$ cat config.mk
export PLATFORM = sky130hd
export DESIGN_NAME = matrix_multiply_core3x3_feeder
export DESIGN_NICKNAME = d
export VERILOG_FILES = /design/src/rtl/matrix_multiply_core3x3_feeder.sv
export SDC_FILE = /design/constraint.sdc
export NUM_CORES = 1
export LEC_CHECK = 0
export BUFFER_PORTS_ARGS = -buffer_cell sky130_fd_sc_hd__buf_2
export CORE_MARGIN = 2
export CORE_UTILIZATION = 40
export DETAILED_ROUTE_END_ITERATION = 10
export PLACE_DENSITY_LB_ADDON = 0.2
export SYNTH_ARGS = -nofsm -noshare
export SYNTH_HDL_FRONTEND = slang
export SYNTH_SLANG_ARGS = --single-unit
$ cat constraint.sdc
create_clock -name system1000 -period 2.24 [get_ports system1000]
set_input_delay 0.224 -clock system1000 [delete_from_list [all_inputs] [get_ports system1000]]
set_output_delay 0.224 -clock system1000 [all_outputs]
set_load 0.01 [all_outputs]
$ cat src/rtl/matrix_multiply_core3x3_feeder.sv
// rtl/matrix_multiply_core3x3_feeder.sv - writer side of the 3x3 matrix-multiply core input
// Register-bus coefficient shadows, commit-driven coefficient load, buffered ADC sample stream.
module matrix_multiply_core3x3_feeder #(
  parameter int FIFO_DEPTH = 4,
  parameter int CNT_W      = 8
) (
  input  logic        system1000,
  input  logic        system1000_rstn,
  input  logic [31:0] sys_addr,
  input  logic [31:0] sys_wdata,
  input  logic        sys_wen,
  input  logic        sys_ren,
  output logic [31:0] sys_rdata,
  output logic        sys_ack,
  output logic        sys_err,
  input  logic [15:0] adc_a,
  input  logic [15:0] adc_b,
  input  logic [15:0] adc_c,
  input  logic        adc_valid,
  output logic [69:0] arg
);

  localparam int PW = $clog2(FIFO_DEPTH);

  typedef enum logic {ST_STREAM, ST_LOAD} state_e;

  state_e           state_q;
  logic [3:0]       idx_q;
  logic [15:0]      coef_q [9];
  logic [47:0]      fifo_q [FIFO_DEPTH];
  logic [PW-1:0]    rd_ptr_q, wr_ptr_q;
  logic [PW:0]      count_q;
  logic             pending_q, enable_q;
  logic [CNT_W-1:0] commit_cnt_q, ovf_cnt_q;
  logic [69:0]      arg_q;
  logic [31:0]      rdata_q, rdata_d;
  logic             ack_q, err_q, err_d;

  logic [3:0] reg_sel;
  logic       busy, commit_wr, enter_load, fifo_empty, fifo_full, pop, push, drop;
  logic       unused_bits;

  assign reg_sel     = sys_addr[5:2];
  assign busy        = (state_q == ST_LOAD);
  assign commit_wr   = sys_wen && (reg_sel == 4'd9) && sys_wdata[0];
  assign enter_load  = !busy && pending_q;
  assign fifo_empty  = (count_q == '0);
  assign fifo_full   = (count_q == (PW+1)'(FIFO_DEPTH));
  // Pops are held for the whole load; pushes keep landing and may overflow.
  assign pop         = !busy && enable_q && !fifo_empty;
  assign push        = enable_q && adc_valid && (!fifo_full || pop);
  assign drop        = enable_q && adc_valid && fifo_full && !pop;
  assign unused_bits = ^{sys_addr[31:6], sys_addr[1:0], sys_wdata[31:16]};

  always_comb begin
    rdata_d = '0;
    err_d   = 1'b0;
    if (reg_sel < 4'd9) begin
      rdata_d = {16'h0, coef_q[reg_sel]};
      err_d   = sys_wen && busy;
    end else if (reg_sel == 4'd9) begin
      rdata_d = {30'h0, enable_q, 1'b0};
    end else if (reg_sel == 4'd10) begin
      rdata_d = {8'h0, 8'(ovf_cnt_q), 8'(commit_cnt_q), 6'h0, pending_q, busy};
    end else begin
      err_d = 1'b1;
    end
    if (!(sys_wen || sys_ren)) err_d = 1'b0;
  end

  always_ff @(posedge system1000 or negedge system1000_rstn) begin
    if (!system1000_rstn) begin
      state_q      <= ST_STREAM;
      idx_q        <= '0;
      rd_ptr_q     <= '0;
      wr_ptr_q     <= '0;
      count_q      <= '0;
      pending_q    <= 1'b0;
      enable_q     <= 1'b0;
      commit_cnt_q <= '0;
      ovf_cnt_q    <= '0;
      arg_q        <= '0;
      rdata_q      <= '0;
      ack_q        <= 1'b0;
      err_q        <= 1'b0;
      for (int i = 0; i < 9; i++) coef_q[i] <= '0;
      for (int i = 0; i < FIFO_DEPTH; i++) fifo_q[i] <= '0;
    end else begin
      ack_q     <= sys_wen || sys_ren;
      err_q     <= err_d;
      rdata_q   <= sys_ren ? rdata_d : '0;
      pending_q <= (pending_q && !enter_load) || commit_wr;
      arg_q     <= '0;

      if (sys_wen && (reg_sel < 4'd9) && !busy) coef_q[reg_sel] <= sys_wdata[15:0];
      if (sys_wen && (reg_sel == 4'd9)) enable_q <= sys_wdata[1];

      if (state_q == ST_LOAD) begin
        arg_q <= {2'b11, idx_q, coef_q[idx_q], 48'h0};
        idx_q <= idx_q + 4'd1;
        if (idx_q == 4'd8) begin
          state_q <= ST_STREAM;
          if (commit_cnt_q != '1) commit_cnt_q <= commit_cnt_q + CNT_W'(1);
        end
      end else begin
        if (pop) arg_q <= {2'b10, 20'h0, fifo_q[rd_ptr_q]};
        if (pending_q) begin
          state_q <= ST_LOAD;
          idx_q   <= '0;
        end
      end

      // Disabling the stream empties the buffer and ignores arrivals without counting them.
      if (!enable_q) begin
        rd_ptr_q <= '0;
        wr_ptr_q <= '0;
        count_q  <= '0;
      end else begin
        if (push) begin
          fifo_q[wr_ptr_q] <= {adc_c, adc_b, adc_a};
          wr_ptr_q         <= wr_ptr_q + PW'(1);
        end
        if (pop) rd_ptr_q <= rd_ptr_q + PW'(1);
        count_q <= count_q + (PW+1)'(push) - (PW+1)'(pop);
        if (drop && (ovf_cnt_q != '1)) ovf_cnt_q <= ovf_cnt_q + CNT_W'(1);
      end
    end
  end

  assign arg       = arg_q;
  assign sys_rdata = rdata_q;
  assign sys_ack   = ack_q;
  assign sys_err   = err_q;

endmodule

== Yosys cells after proc, flatten, opt, wreduce, memory -nomap -nowiden ==
Cells that the tools add are included.
Storage, ports and cells
  flip-flop bits (word level): 470
  bits of input ports: 117
  output and inout bits: 104
Cells by class
  add/subtract/negate cells: 7
  magnitude comparators: 7
  equal/unequal tests: 8
  muxes and demuxes: 35
  bitwise gates (word level): 4
  reductions and logical operators: 29
Operator list (number)
  $bwmux 192: 1
  $bwmux 144: 1
  $mux 48: 3
  $mux 70: 2
  $bmux 16 s4: 2
  $bmux 48 s2: 1
  $demux 48 s2: 1
  $mux 16: 5
  $demux 16 s4: 1
  $mux 32: 2
  $mux 24: 2
  $add 8x1->8 const B: 2
  $logic_and 1x1->1: 16
  $ne 8x8->1 const B: 2
  $eq 4x4->1 const B: 3
  $ge 5x5->1 const B: 2
  $not 4->5: 2
  $mux 2: 4
  $mux 4: 2
  $mux 1: 7
  $ge 3x3->1 const B: 2
  $not 2->3: 2
  $logic_not 1->1: 5
  $lt 5x1->1 const B: 1
  other kinds (14): 19

== Depth between registers and ports, before layout ==
  word-level depth: 8
  gate-level depth with buffers: 12
  depth with buffers taken out: 11

== Worst setup path before layout ==
OpenSTA, ideal clock, no wires.
  kind: register -> register
  start: reg idx_q[1]
  end: reg commit_cnt_q[7]
  setup time: 0.127 ns
  data arrival time: 2.195 ns
  data required time: 2.113 ns
  path slack: -0.082 ns
  stages on the path, launching flop included: 10
  buffers on the path: 3
  clock period less this slack: 2.322 ns
  cells stage by stage: dfrtp_1 buf_2 buf_1 inv_1 ha_1 and4b_1 clkbuf_1 and4_1 and3_1 mux2_1
On the way
  cells in the longest elaborated chain, start to end: 2
RTL lines
  start, declared: line 28  | logic [3:0] idx_q;
  start signal, assigned: line 100  | idx_q <= idx_q + 4'd1;
  $eq 4x4->1: line 101  | if (idx_q == 4'd8) begin
  $reduce_and 3->1 (no source line)
  end signal, assigned: line 103  | if (commit_cnt_q != '1) commit_cnt_q <= commit_cnt_q + CNT_W'(1);
  end, declared: line 34  | logic [CNT_W-1:0] commit_cnt_q, ovf_cnt_q;
No other way between the ends.
A chain may end at the register's enable or synchronous reset.

== Worst setup path after layout ==
  start: reg count_q[0]
  end: reg count_q[2]
On the way
  cells in the longest elaborated chain, start to end: 8
  elaborated cells on any way between the ends: 10
RTL lines
  start, declared: line 32  | logic [PW:0] count_q;
  start signal, assigned: line 124  | count_q <= count_q + (PW+1)'(push) - (PW+1)'(pop);
  $logic_not 3->1: line 47  | assign fifo_empty = (count_q == '0);
  $logic_not 1->1: line 50  | assign pop = !busy && enable_q && !fifo_empty;
  $logic_and 1x1->1: line 50
  $logic_or 1x1->1: line 51  | assign push = enable_q && adc_valid && (!fifo_full || pop);
  $logic_and 1x1->1: line 51
  $add 3x1->3: line 124
  $sub 3x1->3 (*): line 124
  $mux 3 (*): line 114  | if (!enable_q) begin
Every way passes the cells marked *; elsewhere a longest branch is shown, timed or not.

==> results_dict.tcl <==
set metrics [dict create \
    status "finished, final reports clean" \
    met1_usage_pct 26.4 \
    grt_max_degree 80 \
    p_switching_w 0.00845 \
    fin_worst_skew_ns 0.0216 \
    final_common_cell "dfrtp_1" \
    synth_area_um2 21000 \
    gr-total-overflow 0 \
    finalCritPeriodShare_pct 96.0 \
    vias_per_cell 5.34 \
    maxSlewViolCount 0 \
    cap_violations 0 \
    numCtsBuffers 52 \
    synth_top_area_share_pct 54.9 \
    num-fill-cells 4501 \
    io_pins 221 \
    tritoncts "yes" \
    synth_area_leaders "dfrtp_1 (55%), mux2_2 (13%), mux4_2 (8.5%)" \
    arrival_ns 2.63 \
    tightest_slew_ns 0.839 \
    drt_iter0_markers 585 \
    ant_nets 0 \
    synthesis.instances 1438 \
    finalSetupViolations 0 \
    ys_async_sr_fraction_pct 100 \
    min_path_type "in2async" \
    ff_latch_area_um2 11600 \
    yosysSeqAreaShare_pct 54.9 \
    first_global_vias 14200 \
    internal_power_w 0.0205 \
    crit_fanout 4 \
    h-tree-depth 2 \
    drive_gt1_share_pct 39.4 \
    p_sw_share_pct 29.2 \
    max_freq_mhz 465 \
    crit_top_cell "inv_1" \
    clk_path_buf_depth 3 \
    synth-edff-count 0 \
    vias 13000 \
    drcViolationCount 0 \
    seqPwrFrac_pct 42.4 \
    fin_nets 1841 \
    final_area_um2 25600 \
    slowest_delay_ns 0.41 \
    path_cells "nor3_2 -> buf_4 -> nor2_4 -> nand2_1 -> inv_1 -> ha_1 -> inv_1 -> ha_1 -> inv_1 -> fa_1 -> xnor2_1 -> nor2_1" \
    hpwl_mm 34.1 \
    total_power_w 0.0290 \
    crit_family "adder cells" \
    fin_ws_ns 0.0898 \
    grt_pass1_wl_mm 84.6 \
    path_clk_slew_ns 0.06 \
    placedInstanceArea_um2 23100 \
    synth_area_leader_cell "dfrtp_1" \
    area_delta_synth_final_pct 21.6 \
    grtUsageMet3_pct 4.11 \
    wl_per_cell_um 22.0 \
    final_cell_mix "dfrtp_1 (457), mux2_2 (235), buf_2 (166), mux2_1 (92), mux4_2 (79)" \
    vdd_ir_drop_max_mv 0.614 \
    synthFlopType "dfrtp_1" \
    synth.distinct_cells 67 \
    synth_seq_cells 462 \
    hold_violations 0 \
    dieArea_um2 54500 \
    start_util_pct 40.3 \
    yosysWarnings 0 \
    finalWirelength_mm 53.7 \
    clkPwrFrac_pct 30.5 \
    use_met2_pct 34.2 \
    cts-root-buf "clkbuf_16" \
    worstSkewPairLatency_ns 0.61 \
    min_period_ns 2.15 \
    worst-path-buf-inv 4 \
    leakage_nw 12.3 \
    port_buffers 168 \
    busiest_layer "met2" \
    track_usage_pct 20.3 \
    slew_headroom_pct 43.8 \
    final_util_pct 49.0 \
    critPathKind "reg2reg" \
    rows 84 \
    critPathRequiredTime_ns 2.72 \
    antenna_found_initial 3 \
    postSynthAreaPerCell_um2 14.6 \
    slowest_stage "dfrtp_1" \
    preCtsSetupSlack_ns 0.0151 \
    crit_path_end_kind "register" \
    cellPowerDensity_nw_per_um2 1130 \
    cts_sinks 462 \
    die_height_um 233 \
    cp-start-kind "register" \
    core_um2 52200 \
    die-width_um 233 \
    gp_congestion 0.810 \
    comb_power_share_pct 27.2 \
    multi_input_area_um2 8830 \
    firstDrtPassIters 5 \
]
-- timing repair --
item | CTS | global route
hold buffers | 68 | 0
endpoints found under the hold margin | 444 | 0
resized for setup | 0 | 2
cloned | 0 | 0
setup endpoints to repair | 1 | 3
pin swaps | 0 | 1
buffers inserted | 1 | 2
-- logic make-up (layout without fill, tap and decap cells) --
group                      Yosys count  after routing  share of synthesized area (%)
DFF                                462            462                           54.9
buffers and inverters              119            426                           3.27
AOI/OAI and AO/OA                  131            131                           4.15
muxes                              486            486                           30.2
xor gates and xnor gates             9              9                          0.375
other                                1             11                         0.0178
and+or+nand+nor                    219            219                           6.31
adders and majority gates           11             11                          0.690
-- worst paths after layout --
path	startpoint	endpoint	slack (ns)	cells past startpoint
min in group system1000	sys_addr[3]	sys_rdata[20]	0.16	3
worst max-delay path	count_q[0]	count_q[2]	0.09	12
worst max register to register	count_q[0]	count_q[2]	0.09	12
max in group asynchronous	system1000_rstn	coef_q[68]	1.25	4
worst min register to register	fifo_q[41]	fifo_q[41]	0.48	1
worst min-delay path	system1000_rstn	sys_rdata[21]	0.15	2
-- area by class of cell --
cell class	instances	area share [%]
clock buffers	77	5.76
clock inverters	16	1.17
inverters	15	0.220
repair buffers	318	9.72
diodes	3	0.0293
well taps	688	3.36
flip-flops and latches	462	45.2
multi-input cells	864	34.5
-- synthesized netlist by cell type, types with 3 or more instances --
cell type and instances:
nor2_1 23, a21boi_0 15, buf_4 18, mux2_1 92, a211oi_1 3, and2_1 14
buf_1 6, a21oi_1 11, buf_6 18, a31oi_1 10, o211ai_1 5, o21ai_0 42
mux4_2 79, clkbuf_1 31, mux2_2 235, dfrtp_1 462, a221oi_1 22, nor3_1 3
nand2_2 6, buf_2 31, o22a_1 5, ha_1 10, mux2i_1 60, nand3b_1 3
nand3_1 7, mux2_4 20, inv_1 14, nand2b_1 10, nor2b_1 14, o22ai_1 7
nand4_1 4, xnor2_1 6, nand2_1 54, xor2_1 3, and3_1 52
-- per-stage QoR --
stage | hold WS (ns) | TNS [ns] | instances
global route | 0.148 | -0.0527 | 2443
CTS | 0.110 | 0 | 2438
finish | 0.155 | 0 | 2443
floorplan | -0.0716 | 0 | 1445
global placement | 0.204 | 0 | 2276
detailed placement | 0.207 | 0 | 2276
-- power by group through the flow --
stage	Combinational [W]	Clock, W	Sequential, W
2_1_floorplan	0.00561	0	0.0120
3_3_place_gp	0.00763	0	0.0123
3_5_place_dp	0.00780	0	0.0124
4_1_cts	0.00795	0.00906	0.0123
5_1_grt	0.00858	0.00943	0.0126
6_report	0.00787	0.00883	0.0123
-- flip-flops by register name, summed over array words and instances, names as in the netlist --
signal,cells
idx_q,4
fifo_q,192
sys_err,1
sys_rdata,24
coef_q,144
commit_cnt_q,8
wr_ptr_q,2
pending_q,1
count_q,3
sys_ack,1
enable_q,1
busy,1
ovf_cnt_q,8
rd_ptr_q,2
arg,70
-- routing by layer --
layer  up-vias  routed length (um)
met1      6862               23400
li1       5838                   -
met2       260               26600
met5         -                   0
met3        87                2470
met4         0                1210
Note: power is estimated with default switching activity, not from simulation.
